[config.mk]
export PLATFORM = sky130hd
export DESIGN_NAME = instr_fetch
export DESIGN_NICKNAME = d
export VERILOG_FILES = /design/src/rtl/instr_fetch.sv
export SDC_FILE = /design/constraint.sdc
export NUM_CORES = 1
export LEC_CHECK = 0
export ABC_AREA = 1
export BUFFER_PORTS_ARGS = -buffer_cell sky130_fd_sc_hd__buf_2
export CAP_MARGIN = 20
export CORE_UTILIZATION = 30
export DETAILED_ROUTE_END_ITERATION = 8
export GPL_ROUTABILITY_DRIVEN = 0
export GPL_TIMING_DRIVEN = 1
export HOLD_SLACK_MARGIN = 0.12
export SYNTH_ARGS = -nofsm -noshare
export SYNTH_HDL_FRONTEND = slang
export SYNTH_SLANG_ARGS = --single-unit
[constraint.sdc]
create_clock -name Clk -period 1.45 [get_ports Clk]
set_input_delay 0 -clock Clk [delete_from_list [all_inputs] [get_ports Clk]]
set_output_delay 0 -clock Clk [all_outputs]
set_load 0.05 [all_outputs]
[src/rtl/instr_fetch.sv]
// Instruction fetch: PC/ROM sequencing, LUT-resolved taken branches,
// halt detection and an issued-instruction counter.
module instr_fetch #(
    parameter int         PC_W      = 10,
    parameter logic [8:0] HALT_CODE = 9'h1FF,
    parameter logic [8:0] NOP_CODE  = 9'h000
) (
    input  logic            Clk,
    input  logic            Reset,
    input  logic            Start,
    input  logic            Branch,
    output logic [PC_W-1:0] imem_addr,
    input  logic [8:0]      imem_data,
    input  logic            lut_we,
    input  logic [4:0]      lut_addr,
    input  logic [PC_W-1:0] lut_wdata,
    output logic [8:0]      mach_code,
    output logic            instr_valid,
    output logic [PC_W-1:0] pc_out,
    output logic            Done,
    output logic [15:0]     instr_count
);

    typedef enum logic [1:0] {
        IDLE,
        FILL,
        RUN,
        HALT
    } state_t;

    state_t          state, state_nx;
    logic [PC_W-1:0] fpc, fpc_nx;
    logic [PC_W-1:0] dpc, dpc_nx;
    logic            squash, squash_nx;
    logic [15:0]     count_nx;
    logic [PC_W-1:0] target;
    logic            is_halt;
    logic            take;
    logic            launch;

    logic [PC_W-1:0] lut [32];

    // Jump table is configuration state and deliberately survives Reset.
    always_ff @(posedge Clk) begin
        if (lut_we) begin
            lut[lut_addr] <= lut_wdata;
        end
    end

    assign target    = lut[imem_data[4:0]];
    assign imem_addr = fpc;
    assign pc_out    = dpc;
    assign Done      = (state == HALT);

    always_comb begin
        state_nx    = state;
        fpc_nx      = fpc;
        dpc_nx      = dpc;
        squash_nx   = 1'b0;
        instr_valid = 1'b0;
        mach_code   = NOP_CODE;
        is_halt     = 1'b0;
        take        = 1'b0;
        launch      = 1'b0;
        unique case (state)
            IDLE: begin
                if (Start) begin
                    launch   = 1'b1;
                    fpc_nx   = '0;
                    state_nx = FILL;
                end
            end
            FILL: begin
                fpc_nx   = PC_W'(1);
                dpc_nx   = '0;
                state_nx = RUN;
            end
            RUN: begin
                is_halt     = !squash && (imem_data == HALT_CODE);
                instr_valid = !squash && !is_halt;
                if (instr_valid) begin
                    mach_code = imem_data;
                end
                take = instr_valid && Branch;
                if (take) begin
                    fpc_nx    = target;
                    dpc_nx    = target;
                    squash_nx = 1'b1;
                end else begin
                    fpc_nx = fpc + PC_W'(1);
                    dpc_nx = fpc;
                end
                if (is_halt) begin
                    state_nx = HALT;
                end
            end
            HALT: begin
                if (Start) begin
                    launch   = 1'b1;
                    fpc_nx   = '0;
                    state_nx = FILL;
                end
            end
        endcase
    end

    always_comb begin
        count_nx = instr_count;
        if (launch) begin
            count_nx = '0;
        end else if (instr_valid && (instr_count != 16'hFFFF)) begin
            count_nx = instr_count + 16'd1;
        end
    end

    always_ff @(posedge Clk) begin
        if (Reset) begin
            state       <= IDLE;
            fpc         <= '0;
            dpc         <= '0;
            squash      <= 1'b0;
            instr_count <= '0;
        end else begin
            state       <= state_nx;
            fpc         <= fpc_nx;
            dpc         <= dpc_nx;
            squash      <= squash_nx;
            instr_count <= count_nx;
        end
    end

endmodule

==> impl_results.md <==
- TritonCTS Sinks: 359
- Pre-CTS setup slack: -0.238 ns
- Design area: 19500 µm²
- Hold Fails Final Rpt: 0
- Number of DRC markers in iteration 0: 940
- Synth Warn #: 0
- Yosys cell types: 35
- Crit path time final: 1.58 ns
- Clk root buf: clkbuf_16
- RSZ-0062 raised after global routing: yes
- Tcrit/Tclk final: 109%
- Syn Inst Count: 1428
- FF+latch count, synth: 359
- Antenna violations before repair: 0
- TritonRoute pass-1 iters: 5
- Data arrival time at the worst-slack endpoint: 1.58 ns
- Post-Route WL: 41900 µm
- Post-route DRC: 0
- Input/output buffers: 75
- DP Area: 17700 µm²
- Vias in the first global route: 10.9k
- Sequential area share after synthesis: 67.8%
- Slowest stage delay, CP: 0.32 ns
- DR WL/cell: 17.9 µm
- GRT Total Usage: 15.9%
- Maximum Capacitance Violations: 0
- Worst hold path class: input port to flop
- Startpoint types: flop
- Synth Area per Inst: 10.7 µm²
- Cell chain of the critical path: inv_2 > ha_4 > nand2_8 > buf_6 > nor2_2 > buf_6
- Routed vias: 11.2k
- Largest net degree at the start of global routing: 35
- Leakage power figure: 7.34 nW
- Hpwl dp: 27100 µm
- Final core utilization: 38.8%
- Total gr overflow: 0
- Initial core utilization: 30.5%
- Data required time of the worst path: 1.45 ns
- Clock transition at path regs: 0.06 ns
- Die W: 228 µm
- Layout cell share with drive strength beyond 1: 25.4%
- DIE HEIGHT: 228 µm
- Worst VDD drop: 0.684 mV
- Clk_lat worst skew: 0.52 ns
- Post-synthesis net count: 1462
- Status: finished with violations
- Most frequent CP cell: buf_6
- H-tree depth: 2
- CTS buffer count: 36
- Critical path's slowest cell: dfxtp_2
- Setup violators final: 25
- Via density: 4.79
- Mapped Area: 15300 µm²
- I/O pin cnt: 76
- Maximum clock insertion buffer count: 3
- Final ANT Viol Nets: 0
- Final clock skew: 0.00692 ns
- Final worst slack: -0.129 ns
- Row cnt: 82
- WS Path Type: flop to primary output
- Total power: 24.6 mW
- PD cells: 1260 nW/µm²
- Worst setup EP type: primary output
- Worst path bufs/invs: 3
- TritonCTS clock tree: done
- Die area: 52000 µm²
- Max Freq: 0.633 GHz
- Relative max-transition margin: 51.7%
- Worst-path fanout max: 6
- First-pass GRT wire length: 64400 µm
- Failing checks: negative setup slack
- Area grow syn2layout: 27.3%
- Fin. max-slew vios: 0
- Hold WS: 0.137 ns
- Family with the most delay on the worst path: buffers and inverters
- Least-Margin Pin Slew: 0.724 ns
- Core area: 50300 µm²
- Final nets: 1677
- Diode count: 0
power by group:
part / internal, mW / leakage (nW) / switching (mW) / total [mW]
clock: 4.83 / 0.523 / 3.74 / 8.57
sequential: 11.5 / 3.21 / 0.137 / 11.6
combinational: 1.67 / 3.60 / 2.77 / 4.43
registers in the layout, summed over array words and instances, names as in the netlist:
signal / count
lut: 320
instr_count: 16
imem_addr: 10
pc_out: 10
state: 2
squash: 1
layer usage:
| layer | up-vias | GRT usage [%] | wire, µm |
|---|---|---|---|
| met2 | 325 | 27.8 | 21200 |
| met5 | - | 0 | 0 |
| met4 | 0 | 5.12 | 1060 |
| met1 | 5439 | 20.1 | 17500 |
| li1 | 5370 | - | - |
| met3 | 67 | 2.28 | 2170 |
worst register-to-register path: stages, from the launching register on:
cell,delay (ns)
dfxtp_4,0.36
nand2_4,0.06
nor3_4,0.20
nand4_1,0.19
nor2_4,0.18
nor2_8,0.08
buf_12,0.14
nand2_4,0.05
xor2_1,0.13
nor2_1,0.05
cells in the mapped netlist:
master	number	area, µm²
a211oi_1	1	7.51
a21oi_1	44	220
a21oi_2	1	8.76
a31oi_1	1	6.26
buf_1	7	26.3
buf_12	1	20.0
buf_2	23	115
buf_4	19	143
buf_6	13	146
clkbuf_1	15	56.3
dfxtp_1	39	781
edfxtp_1	320	9610
ha_1	5	62.6
inv_1	59	221
inv_2	4	15.0
inv_6	1	8.76
nand2_1	444	1670
nand2_2	1	6.26
nand2_4	1	11.3
nand3_1	309	1550
nand3b_1	4	30.0
nand4_1	7	43.8
nor2_1	66	248
nor2_2	1	6.26
nor2_4	1	11.3
nor2_8	1	20.0
nor3_1	6	30.0
nor3_2	3	30.0
nor4_1	2	12.5
o21a_1	5	37.5
o21ai_0	10	50.1
o21ai_1	1	5.00
o21bai_1	1	7.51
xnor2_1	3	26.3
xor2_1	9	78.8
repair_timing:
item | in CTS | in global routing
hold endpoints to repair | 359 | 0
buffers inserted | 9 | 2
pin swaps | 13 | 22
gates cloned | 0 | 1
endpoints found under the setup margin | 43 | 48
hold buffers | 13 | 0
gates resized for setup | 65 | 86
cell type report:
class	count	area (µm²)
fill	4814	30800
sequential	359	10500
timing repair buffer	254	2220
multi-input combinational	927	4660
tap	672	841
clock buffer	44	952
clock inverter	19	106
inverter	64	258
timing repair inverter	1	6.26
cells by family after synthesis:
group	Yosys count	synth area share, %
xor gates and xnor gates	12	0.686
AOI/OAI and AO/OA	64	2.24
DFF	359	67.8
buffers and inverters	142	4.91
adders and majority gates	5	0.408
and+or+nand+nor	846	23.9
final timing paths:
check,startpoint,to,slack [ns],depth (start not counted)
worst max-delay path,state[0],mach_code[7],-0.13,6
worst min-delay path,imem_data[4],pc_out[2],0.14,6
worst max register to register,instr_count[13],instr_count[4],-0.08,9
worst min register to register,pc_out[6],pc_out[6],0.47,2
layout by cell type, fill, tap and decap left out, types with 7 or more instances in the layout:
cell	n
nand2_1	429
dfxtp_1	13
inv_1	53
buf_4	130
dfxtp_4	14
dfxtp_2	12
clkbuf_1	7
buf_2	64
clkbuf_16	37
nor2_1	49
inv_2	7
buf_6	15
clkinv_1	11
xor2_1	9
dlygate4sd3_1	13
a21oi_2	23
clkinv_2	7
nor2_4	14
edfxtp_1	320
nand2_2	12
nand4_1	7
a21oi_1	21
nand3_2	24
buf_12	29
nand3_1	285
stage by stage:
stage / setup TNS, ns / cells
after floorplan: -1.12 / 1428
after global placement: -6.76 / 2252
after detailed placement: -7.14 / 2252
after CTS: -1.16 / 2337
after global routing: -4.04 / 2340
final: -1.45 / 2340
(Power assumes the default switching activity.)
